$ cat src/rtl/vga_timing_decoder_if.sv
// vga_timing_decoder_if: sync/video inputs and recovered timing outputs of the VGA timing decoder.
interface vga_timing_decoder_if;
  logic hSync, vSync, bright;
  logic de, line_start, frame_start, locked, timing_error;
  logic [15:0] pixel_x, pixel_y, h_period, a_period, v_period;
  modport master(
    output hSync, vSync, bright,
    input de, pixel_x, pixel_y, line_start, frame_start, h_period, a_period, v_period, locked, timing_error
  );
  modport slave(
    input hSync, vSync, bright,
    output de, pixel_x, pixel_y, line_start, frame_start, h_period, a_period, v_period, locked, timing_error
  );
endinterface

$ cat src/rtl/vga_timing_decoder.sv
// vga_timing_decoder: recovers pixel coordinates, line/frame markers and period measurements from VGA syncs, and tracks lock.
module vga_timing_decoder #(
  parameter int H_TOTAL = 800,
  parameter int H_ACTIVE = 640,
  parameter int V_TOTAL = 480,
  parameter int LOCK_FRAMES = 2
) (
  input logic clk,
  input logic reset,
  vga_timing_decoder_if.slave v
);
  typedef enum logic [1:0] {SEARCH, MEASURE, LOCKED} state_t;
  state_t state;
  logic hs_q, vs_q, first_line, frame_bad;
  logic [15:0] h_cnt, a_cnt, l_cnt, good_frames;
  logic hs_fall, vs_fall, sync_loss, line_bad, frame_good;
  logic [15:0] h_new, a_new, v_new;
  // h_new/a_new/v_new double as the counters' next values and the captured periods
  always_comb begin
    hs_fall = hs_q & ~v.hSync;
    vs_fall = vs_q & ~v.vSync;
    h_new = &h_cnt ? h_cnt : h_cnt + 16'd1;
    a_new = (&a_cnt || !v.bright) ? a_cnt : a_cnt + 16'd1;
    v_new = (&l_cnt || !hs_fall) ? l_cnt : l_cnt + 16'd1;
    sync_loss = !hs_fall && h_cnt == 16'(2 * H_TOTAL);
    line_bad = hs_fall && !first_line && (h_new != 16'(H_TOTAL) || a_new != 16'(H_ACTIVE));
    frame_good = v_new == 16'(V_TOTAL) && !frame_bad && !line_bad;
  end
  always_ff @(posedge clk) begin
    if (!reset) begin
      hs_q <= 1'b1;
      vs_q <= 1'b1;
      h_cnt <= '0;
      a_cnt <= '0;
      l_cnt <= '0;
      good_frames <= '0;
      first_line <= 1'b1;
      frame_bad <= 1'b0;
      state <= SEARCH;
      v.de <= 1'b0;
      v.pixel_x <= '0;
      v.pixel_y <= '0;
      v.line_start <= 1'b0;
      v.frame_start <= 1'b0;
      v.h_period <= '0;
      v.a_period <= '0;
      v.v_period <= '0;
      v.locked <= 1'b0;
      v.timing_error <= 1'b0;
    end else begin
      hs_q <= v.hSync;
      vs_q <= v.vSync;
      h_cnt <= hs_fall ? '0 : h_new;
      a_cnt <= hs_fall ? '0 : a_new;
      l_cnt <= vs_fall ? '0 : v_new;
      v.de <= v.bright;
      v.pixel_x <= hs_fall ? '0 : a_cnt;
      v.pixel_y <= vs_fall ? '0 : (hs_fall && a_new != '0 && !(&v.pixel_y)) ? v.pixel_y + 16'd1 : v.pixel_y;
      v.line_start <= hs_fall;
      v.frame_start <= vs_fall;
      v.h_period <= hs_fall ? h_new : v.h_period;
      v.a_period <= hs_fall ? a_new : v.a_period;
      v.v_period <= vs_fall ? v_new : v.v_period;
      first_line <= hs_fall ? 1'b0 : first_line;
      frame_bad <= vs_fall ? 1'b0 : frame_bad | line_bad;
      v.timing_error <= 1'b0;
      // entering SEARCH re-arms first_line so the next (possibly partial) line is not judged
      case (state)
        SEARCH: if (vs_fall) begin
          state <= MEASURE;
          good_frames <= '0;
        end
        MEASURE: if (sync_loss) begin
          state <= SEARCH;
          first_line <= 1'b1;
        end else if (line_bad || (vs_fall && !frame_good)) begin
          good_frames <= '0;
        end else if (vs_fall) begin
          good_frames <= good_frames + 16'd1;
          if (good_frames + 16'd1 >= 16'(LOCK_FRAMES)) begin
            state <= LOCKED;
            v.locked <= 1'b1;
          end
        end
        LOCKED: if (sync_loss || line_bad || (vs_fall && !frame_good)) begin
          state <= SEARCH;
          first_line <= 1'b1;
          v.locked <= 1'b0;
          v.timing_error <= 1'b1;
        end
        default: state <= SEARCH;
      endcase
    end
  end
endmodule

$ cat src/flat_wrapper.sv
// flat-port wrapper written by rule: the top's interface ports become plain ports
module vga_timing_decoder_flat 
#(
  parameter int H_TOTAL = 800,
  parameter int H_ACTIVE = 640,
  parameter int V_TOTAL = 480,
  parameter int LOCK_FRAMES = 2
)
  (clk, reset, v_hSync, v_vSync, v_bright, v_de, v_pixel_x, v_pixel_y, v_line_start, v_frame_start, v_h_period, v_a_period, v_v_period, v_locked, v_timing_error);
  vga_timing_decoder_if v_i ();
  input logic clk;
  input logic reset;
  input wire logic [$bits(v_i.hSync)-1:0] v_hSync;
  input wire logic [$bits(v_i.vSync)-1:0] v_vSync;
  input wire logic [$bits(v_i.bright)-1:0] v_bright;
  output wire logic [$bits(v_i.de)-1:0] v_de;
  output wire logic [$bits(v_i.pixel_x)-1:0] v_pixel_x;
  output wire logic [$bits(v_i.pixel_y)-1:0] v_pixel_y;
  output wire logic [$bits(v_i.line_start)-1:0] v_line_start;
  output wire logic [$bits(v_i.frame_start)-1:0] v_frame_start;
  output wire logic [$bits(v_i.h_period)-1:0] v_h_period;
  output wire logic [$bits(v_i.a_period)-1:0] v_a_period;
  output wire logic [$bits(v_i.v_period)-1:0] v_v_period;
  output wire logic [$bits(v_i.locked)-1:0] v_locked;
  output wire logic [$bits(v_i.timing_error)-1:0] v_timing_error;
  assign v_i.hSync = v_hSync;
  assign v_i.vSync = v_vSync;
  assign v_i.bright = v_bright;
  assign v_de = v_i.de;
  assign v_pixel_x = v_i.pixel_x;
  assign v_pixel_y = v_i.pixel_y;
  assign v_line_start = v_i.line_start;
  assign v_frame_start = v_i.frame_start;
  assign v_h_period = v_i.h_period;
  assign v_a_period = v_i.a_period;
  assign v_v_period = v_i.v_period;
  assign v_locked = v_i.locked;
  assign v_timing_error = v_i.timing_error;
  vga_timing_decoder #(.H_TOTAL(H_TOTAL), .H_ACTIVE(H_ACTIVE), .V_TOTAL(V_TOTAL), .LOCK_FRAMES(LOCK_FRAMES)) u_core (.clk(clk), .reset(reset), .v(v_i));
endmodule
$ cat config.mk
export PLATFORM = sky130hd
export DESIGN_NAME = vga_timing_decoder_flat
export DESIGN_NICKNAME = d
export VERILOG_FILES = /design/src/rtl/vga_timing_decoder_if.sv /design/src/rtl/vga_timing_decoder.sv /design/src/flat_wrapper.sv
export SDC_FILE = /design/constraint.sdc
export NUM_CORES = 1
export LEC_CHECK = 0
export CAP_MARGIN = 20
export CORE_MARGIN = 1
export CORE_UTILIZATION = 60
export DETAILED_ROUTE_END_ITERATION = 6
export PLACE_DENSITY = 0.85
export SLEW_MARGIN = 10
export SYNTH_ARGS = -nofsm -noshare
export SYNTH_HDL_FRONTEND = slang
export SYNTH_SLANG_ARGS = --single-unit
$ cat constraint.sdc
create_clock -name clk -period 6.1 [get_ports clk]
set_input_delay 0.915 -clock clk [delete_from_list [all_inputs] [get_ports clk]]
set_output_delay 0.915 -clock clk [all_outputs]
set_load 0.01 [all_outputs]
---- Word level (Yosys, flattened, before mapping) ----
Index checks and enable logic that the tools add are counted.
word-level totals
  bits in registers ....................... 155
  logic and storage cells ................. 108
cells by class
  eq/ne operators ......................... 16
  $lt $le $gt $ge ......................... 1
  add/sub/neg operators ................... 5
  bitwise logic cells ..................... 6
  muxes and demuxes ....................... 26
  reduce and logical (&&, ||, !) cells .... 35
operators by type and width
  operator                 count
  $mux W16                 7
  $add A16 B1 Y16 const B  5
  $reduce_and A16 Y1       4
  $ne A16 B10 Y1 const B   2
  $pmux W16 S2             1
  $eq A16 B11 Y1 const B   1
  $eq A16 B9 Y1 const B    1
  $ge A16 B2 Y1 const B    1
  $reduce_bool A16 Y1      1
  $mux W2                  6
  $mux W1                  9
  $ne A3 B1 Y1 const B     3
  $logic_and A1 B1 Y1      8
  $ne A2 B1 Y1 const B     4
  $logic_not A1 Y1         7
  $logic_or A1 B1 Y1       6
  $pmux W2 S3              1
  $reduce_and A6 Y1        1
  $reduce_and A5 Y1        1
  $ne A2 B2 Y1 const B     2
  $pmux W1 S2              2
  $reduce_and A4 Y1        1
  $reduce_bool A2 Y1       2
  $reduce_or A2 Y1         2
  8 further kinds          11

---- Longest topological paths before layout ----
  depth after elaboration ................. 14
  gate-level depth with buffers ........... 12
  mapped depth without buffers ............ 10

---- Worst setup path before layout ----
Ideal clock, no wire load.
  path type ............................... input to register
  from .................................... input v_bright
  to ...................................... register u_core.good_frames[9]
  data required time ...................... 6029 ps
  stages on the path ...................... 10
  arrival time ............................ 3720 ps
  path buffers ............................ 1
  slack ................................... 2309 ps
  cells stage by stage .................... clkbuf_1 nand4_1 nor3_1 mux2i_1 o21a_1 nand4_1 or4b_4 a211o_1 or4b_1 a21oi_1
on the way
  cells in the longest elaborated chain, start to end .. 14
  elaborated cells between the ends (all ways) .. 16
  classes of those cells .................. 2 x eq/ne; 4 x mux; 10 x reduce/logical
ends and longest elaborated chain
  what                   RTL line                  RTL
  from (decl)            flat_wrapper.sv:15        input wire logic [$bits(v_i.bright)-1:0] v_bright;
  $logic_not A1 Y1 *     vga_timing_decoder.sv:23  a_new = (&a_cnt || !v.bright) ? a_cnt : a_cnt + 16'd1;
  $logic_or A1 B1 Y1 *   vga_timing_decoder.sv:23
  $mux W16 *             vga_timing_decoder.sv:23
  $ne A16 B10 Y1 *       vga_timing_decoder.sv:26  line_bad = hs_fall && !first_line && (h_new != 16'(H_TOTAL) || a_new != 16'(H_ACTIVE));
  $logic_or A1 B1 Y1 *   vga_timing_decoder.sv:26
  $logic_and A1 B1 Y1 *  vga_timing_decoder.sv:26
  $logic_not A1 Y1       vga_timing_decoder.sv:27  frame_good = v_new == 16'(V_TOTAL) && !frame_bad && !line_bad;
  $logic_and A1 B1 Y1    vga_timing_decoder.sv:27
  $logic_not A1 Y1       vga_timing_decoder.sv:76  end else if (line_bad || (vs_fall && !frame_good)) begin
  $logic_and A1 B1 Y1    vga_timing_decoder.sv:76
  $logic_or A1 B1 Y1 *   vga_timing_decoder.sv:76
  $mux W16               vga_timing_decoder.sv:76
  $mux W16               vga_timing_decoder.sv:73  MEASURE: if (sync_loss) begin
  $pmux W16 S2           vga_timing_decoder.sv:68  case (state)
  to (signal assigned)   vga_timing_decoder.sv:79  good_frames <= good_frames + 16'd1;
  to (decl)              vga_timing_decoder.sv:15  logic [15:0] h_cnt, a_cnt, l_cnt, good_frames;
Mark *: on every way between the ends. The rest lies on a longest branch, timed or not. The select of a mux whose other input is x is not followed.
A chain may end at the register's enable or synchronous reset.

---- Worst setup path after layout ----
  from .................................... input v_bright
  to ...................................... register u_core.good_frames[4]
Same word-level chain as after synthesis.

==> qor.txt <==
result of the run - finished, final reports clean
count leader, synth - sky130_fd_sc_hd__dfxtp_1
number of maximum-capacitance constraint violations - 0
Synthesized Nets - 902
fraction of layout cells with a size suffix above 1 - 7.64%
distinct cell type count of the synthesized netlist - 68
leakage power summed over all cells - 3.20 nW
fraction of the mapped netlist area in compound gates - 15.2%
cells after synthesis - 887
arithmetic-cell share of the synthesized area counting full adders, half adders and majority gates - 1.70%
critical path fanouts, max - 22
Congestion Overflow GR - 0
Crit Path Class - in2reg
number of design rule violations left after detail routing - 0
final setup fails - 0
CTS tree - yes
class of the most critical hold timing path - reg2reg
worst endpoint data arrival time - 4.79 ns
CP Launch Type - primary input
Post-Place Cell Area - 8320 sq um
cell taking the most area after synthesis - sky130_fd_sc_hd__dfxtp_1
DP Wirelength - 12,000 microns
final cell area excluding filler cells - 8990 sq um
hold violation count in the final report - 0
DR vias - 6,844
master cell of the clock root buffer - sky130_fd_sc_hd__clkbuf_16
initial antenna violation count - 0
full die area - 12,700 sq um
count of hold buffers inserted by post-cts repair - 0
Post-Synth XOR/XNOR Area - 5.12%
slew of the pin with the lowest slew margin - 0.872 ns
area growth from synthesis to layout - 22.3%
first-pass iteration count of the detailed router - 5
minimum clock period after layout - 4.48 ns
routed via count divided by cell count - 6.14
setup repair after global routing missed its margin - false
count of buffers added by post-CTS timing repair for setup - 0
H-tree Lvls - 4
Placed Cells incl. Taps - 1,082
maximum operating frequency - 0.223 GHz
post-synthesis register bit count - 155
share of synthesized area occupied by flip-flops and latches - 42.2%
gp weighted congestion - 0.952
placeable core region - 12,000 sq um
Num CTS Buffers - 17
Clock Sinks - 155
count of flip-flops with a built-in enable after synthesis - 0
proportion of synthesized area in mux cells - 1.80%
Initial Util - 61.5%
number of antenna cells inserted - 0
width of the chip - 113 microns
total routed wirelength - 18,300 microns
maximum count of clock buffers along a single path - 2
fill cell total of the finished layout - 852
Netlist Area Pre-Place - 7350 sq um
number of port buffers - 89
worst voltage drop across the vdd grid - 0.221 mV
ratio of final minimum period to clock period - 73.4%
simple-gate share of the synthesized area - 29.7%
final setup skew - 0.00605 ns
category of the worst setup path capture point - flop
top_reg_cell synth - sky130_fd_sc_hd__dfxtp_1
Setup TNS Final - 0 ns
final antenna-violating net count - 0
fraction of registers with async set/reset - 0%
first-pass GRT wire length - 30,300 microns
Power Dens Cells - 263 nW/um^2
violation count after the first detailed-route iteration - 524
fin util - 75.2%
final instance count without filler cells - 1,115
Synth top area share - 42.2%
global router's overall resource usage - 29.6%
Area contributors post-synth - sky130_fd_sc_hd__dfxtp_1 (42%), sky130_fd_sc_hd__nor2_1 (7.5%), sky130_fd_sc_hd__xnor2_1 (3.6%)
Routed wire per std cell - 16.4 microns
pin count of the biggest net entering global routing - 50
number of slew-limit violations in the final report - 0
required time of the worst setup path - 6.41 ns
quantity of gates resized following cts - 0
worst-skew pair later-pin latency - 0.43 ns
ranking of synthesized cells by instance count - sky130_fd_sc_hd__dfxtp_1 (155), sky130_fd_sc_hd__nor2_1 (146), sky130_fd_sc_hd__nand2_1 (68), sky130_fd_sc_hd__nand3_1 (36), sky130_fd_sc_hd__clkbuf_1 (35)
layout net count - 970
total of warnings raised by yosys - 0
relative max-transition margin - 41.1%
die height - 113 microns
main combinational cell family by area after synthesis - simple AND/OR/NAND/NOR gates
FP Rows - 40
via count of the first global-routing pass - 6,309
post-synthesis average cell area - 8.29 sq um
number of top-level pins - 90
clock slew at reported path FFs - 0.06 ns
## worst max-delay path, stage by stage
cell	delay, ns
sky130_fd_sc_hd__clkdlybuf4s50_1	0.67
sky130_fd_sc_hd__nand4_1	0.31
sky130_fd_sc_hd__nor3_1	0.28
sky130_fd_sc_hd__mux2i_1	0.31
sky130_fd_sc_hd__o21a_1	0.16
sky130_fd_sc_hd__nand4_1	0.16
sky130_fd_sc_hd__nor4b_1	0.81
sky130_fd_sc_hd__o21a_1	0.65
sky130_fd_sc_hd__nand2b_1	0.37
sky130_fd_sc_hd__o311ai_1	0.14
## registers in the layout, indices dropped and copies added (netlist names), 2 cells and up
| signal | count |
|---|---|
| u_core.a_cnt | 16 |
| u_core.h_cnt | 16 |
| u_core.v.v_period | 16 |
| u_core.good_frames | 16 |
| u_core.v.pixel_y | 16 |
| u_core.l_cnt | 16 |
| u_core.state | 2 |
| u_core.v.h_period | 16 |
| u_core.v.pixel_x | 16 |
| u_core.v.a_period | 16 |
## cell usage in the layout, fill, tap and decap left out, types with 5 or more instances in the layout
| cell | netlist | routed |
|---|---|---|
| sky130_fd_sc_hd__clkbuf_16 | 0 | 17 |
| sky130_fd_sc_hd__a31oi_1 | 5 | 5 |
| sky130_fd_sc_hd__a22oi_1 | 5 | 5 |
| sky130_fd_sc_hd__nor3_1 | 34 | 34 |
| sky130_fd_sc_hd__a211oi_1 | 20 | 20 |
| sky130_fd_sc_hd__dfxtp_1 | 155 | 155 |
| sky130_fd_sc_hd__nand4_1 | 29 | 29 |
| sky130_fd_sc_hd__o211ai_1 | 6 | 6 |
| sky130_fd_sc_hd__clkdlybuf4s50_1 | 0 | 89 |
| sky130_fd_sc_hd__o21ai_0 | 29 | 29 |
| sky130_fd_sc_hd__xor2_1 | 13 | 13 |
| sky130_fd_sc_hd__inv_1 | 27 | 27 |
| sky130_fd_sc_hd__nor4b_1 | 10 | 10 |
| sky130_fd_sc_hd__or2_2 | 7 | 7 |
| sky130_fd_sc_hd__nor2b_1 | 7 | 6 |
| sky130_fd_sc_hd__ha_1 | 10 | 10 |
| sky130_fd_sc_hd__xnor2_1 | 30 | 30 |
| sky130_fd_sc_hd__nand2_1 | 68 | 68 |
| sky130_fd_sc_hd__mux2i_1 | 11 | 11 |
| sky130_fd_sc_hd__and3_1 | 26 | 26 |
| sky130_fd_sc_hd__nor4_1 | 17 | 17 |
| sky130_fd_sc_hd__o21a_1 | 7 | 7 |
| sky130_fd_sc_hd__nand3_1 | 36 | 36 |
| sky130_fd_sc_hd__and2_1 | 5 | 5 |
| sky130_fd_sc_hd__o22ai_1 | 5 | 5 |
| sky130_fd_sc_hd__a21oi_1 | 32 | 32 |
| sky130_fd_sc_hd__a31o_2 | 5 | 5 |
| sky130_fd_sc_hd__nand2b_1 | 11 | 10 |
| sky130_fd_sc_hd__a22o_1 | 8 | 8 |
| sky130_fd_sc_hd__buf_4 | 0 | 11 |
| sky130_fd_sc_hd__nor2_1 | 146 | 146 |
| sky130_fd_sc_hd__or3_1 | 6 | 6 |
## cell families (layout without fill, tap and decap cells)
kind of cell	after synthesis	count (layout)
fa+ha+maj	10	10
buf+inv	79	160
flops	155	155
compound gates	159	159
xor+xnor	43	43
mux	13	13
simple gates	428	428
## layout make-up
| class | count | area [sq um] | share of cell area, % |
|---|---|---|---|
| clock buffer | 19 | 453 | 5.04 |
| clock inverter | 13 | 191 | 2.13 |
| inverter | 27 | 101 | 1.13 |
| multi-input combinational | 653 | 3960 | 44.0 |
| sequential | 155 | 3100 | 34.5 |
| tap | 147 | 184 | 2.05 |
| timing repair buffer | 101 | 1000 | 11.1 |
## report_power, final
group	total [mW]	switching, mW	internal (mW)
logic	0.180	0.110	0.0693
registers	1.05	0.0157	1.03
clock network	1.14	0.429	0.709
## final timing paths
check	startpoint	endpoint	slack (ns)	cells after the start
max reg2reg	u_core.h_cnt[0]	u_core.good_frames[4]	1.62	10
min reg2reg	u_core.v.v_period[7]	u_core.v.v_period[7]	0.45	2
max	v_bright	u_core.good_frames[4]	1.62	10
min	u_core.v.v_period[7]	u_core.v.v_period[7]	0.45	2
## metal layers
layer	share of wire (%)	track usage (%)	wire length [microns]
met3	6.9	6.21	1260
met2	48	50.3	8840
met4	2.4	13.1	443
met5	0	0	0
met1	42	36.2	7730
## metrics by stage
stage          power [mW]  hold slack, ns  setup WS, ns
5_1_grt              2.44           0.470          1.17
6_report             2.36           0.449          1.62
3_5_place_dp         1.24           0.442          1.33
4_1_cts              2.37           0.456          1.70
3_3_place_gp         1.24           0.435          1.42
2_1_floorplan        1.18           0.440          2.31
(Power assumes the default switching activity.)
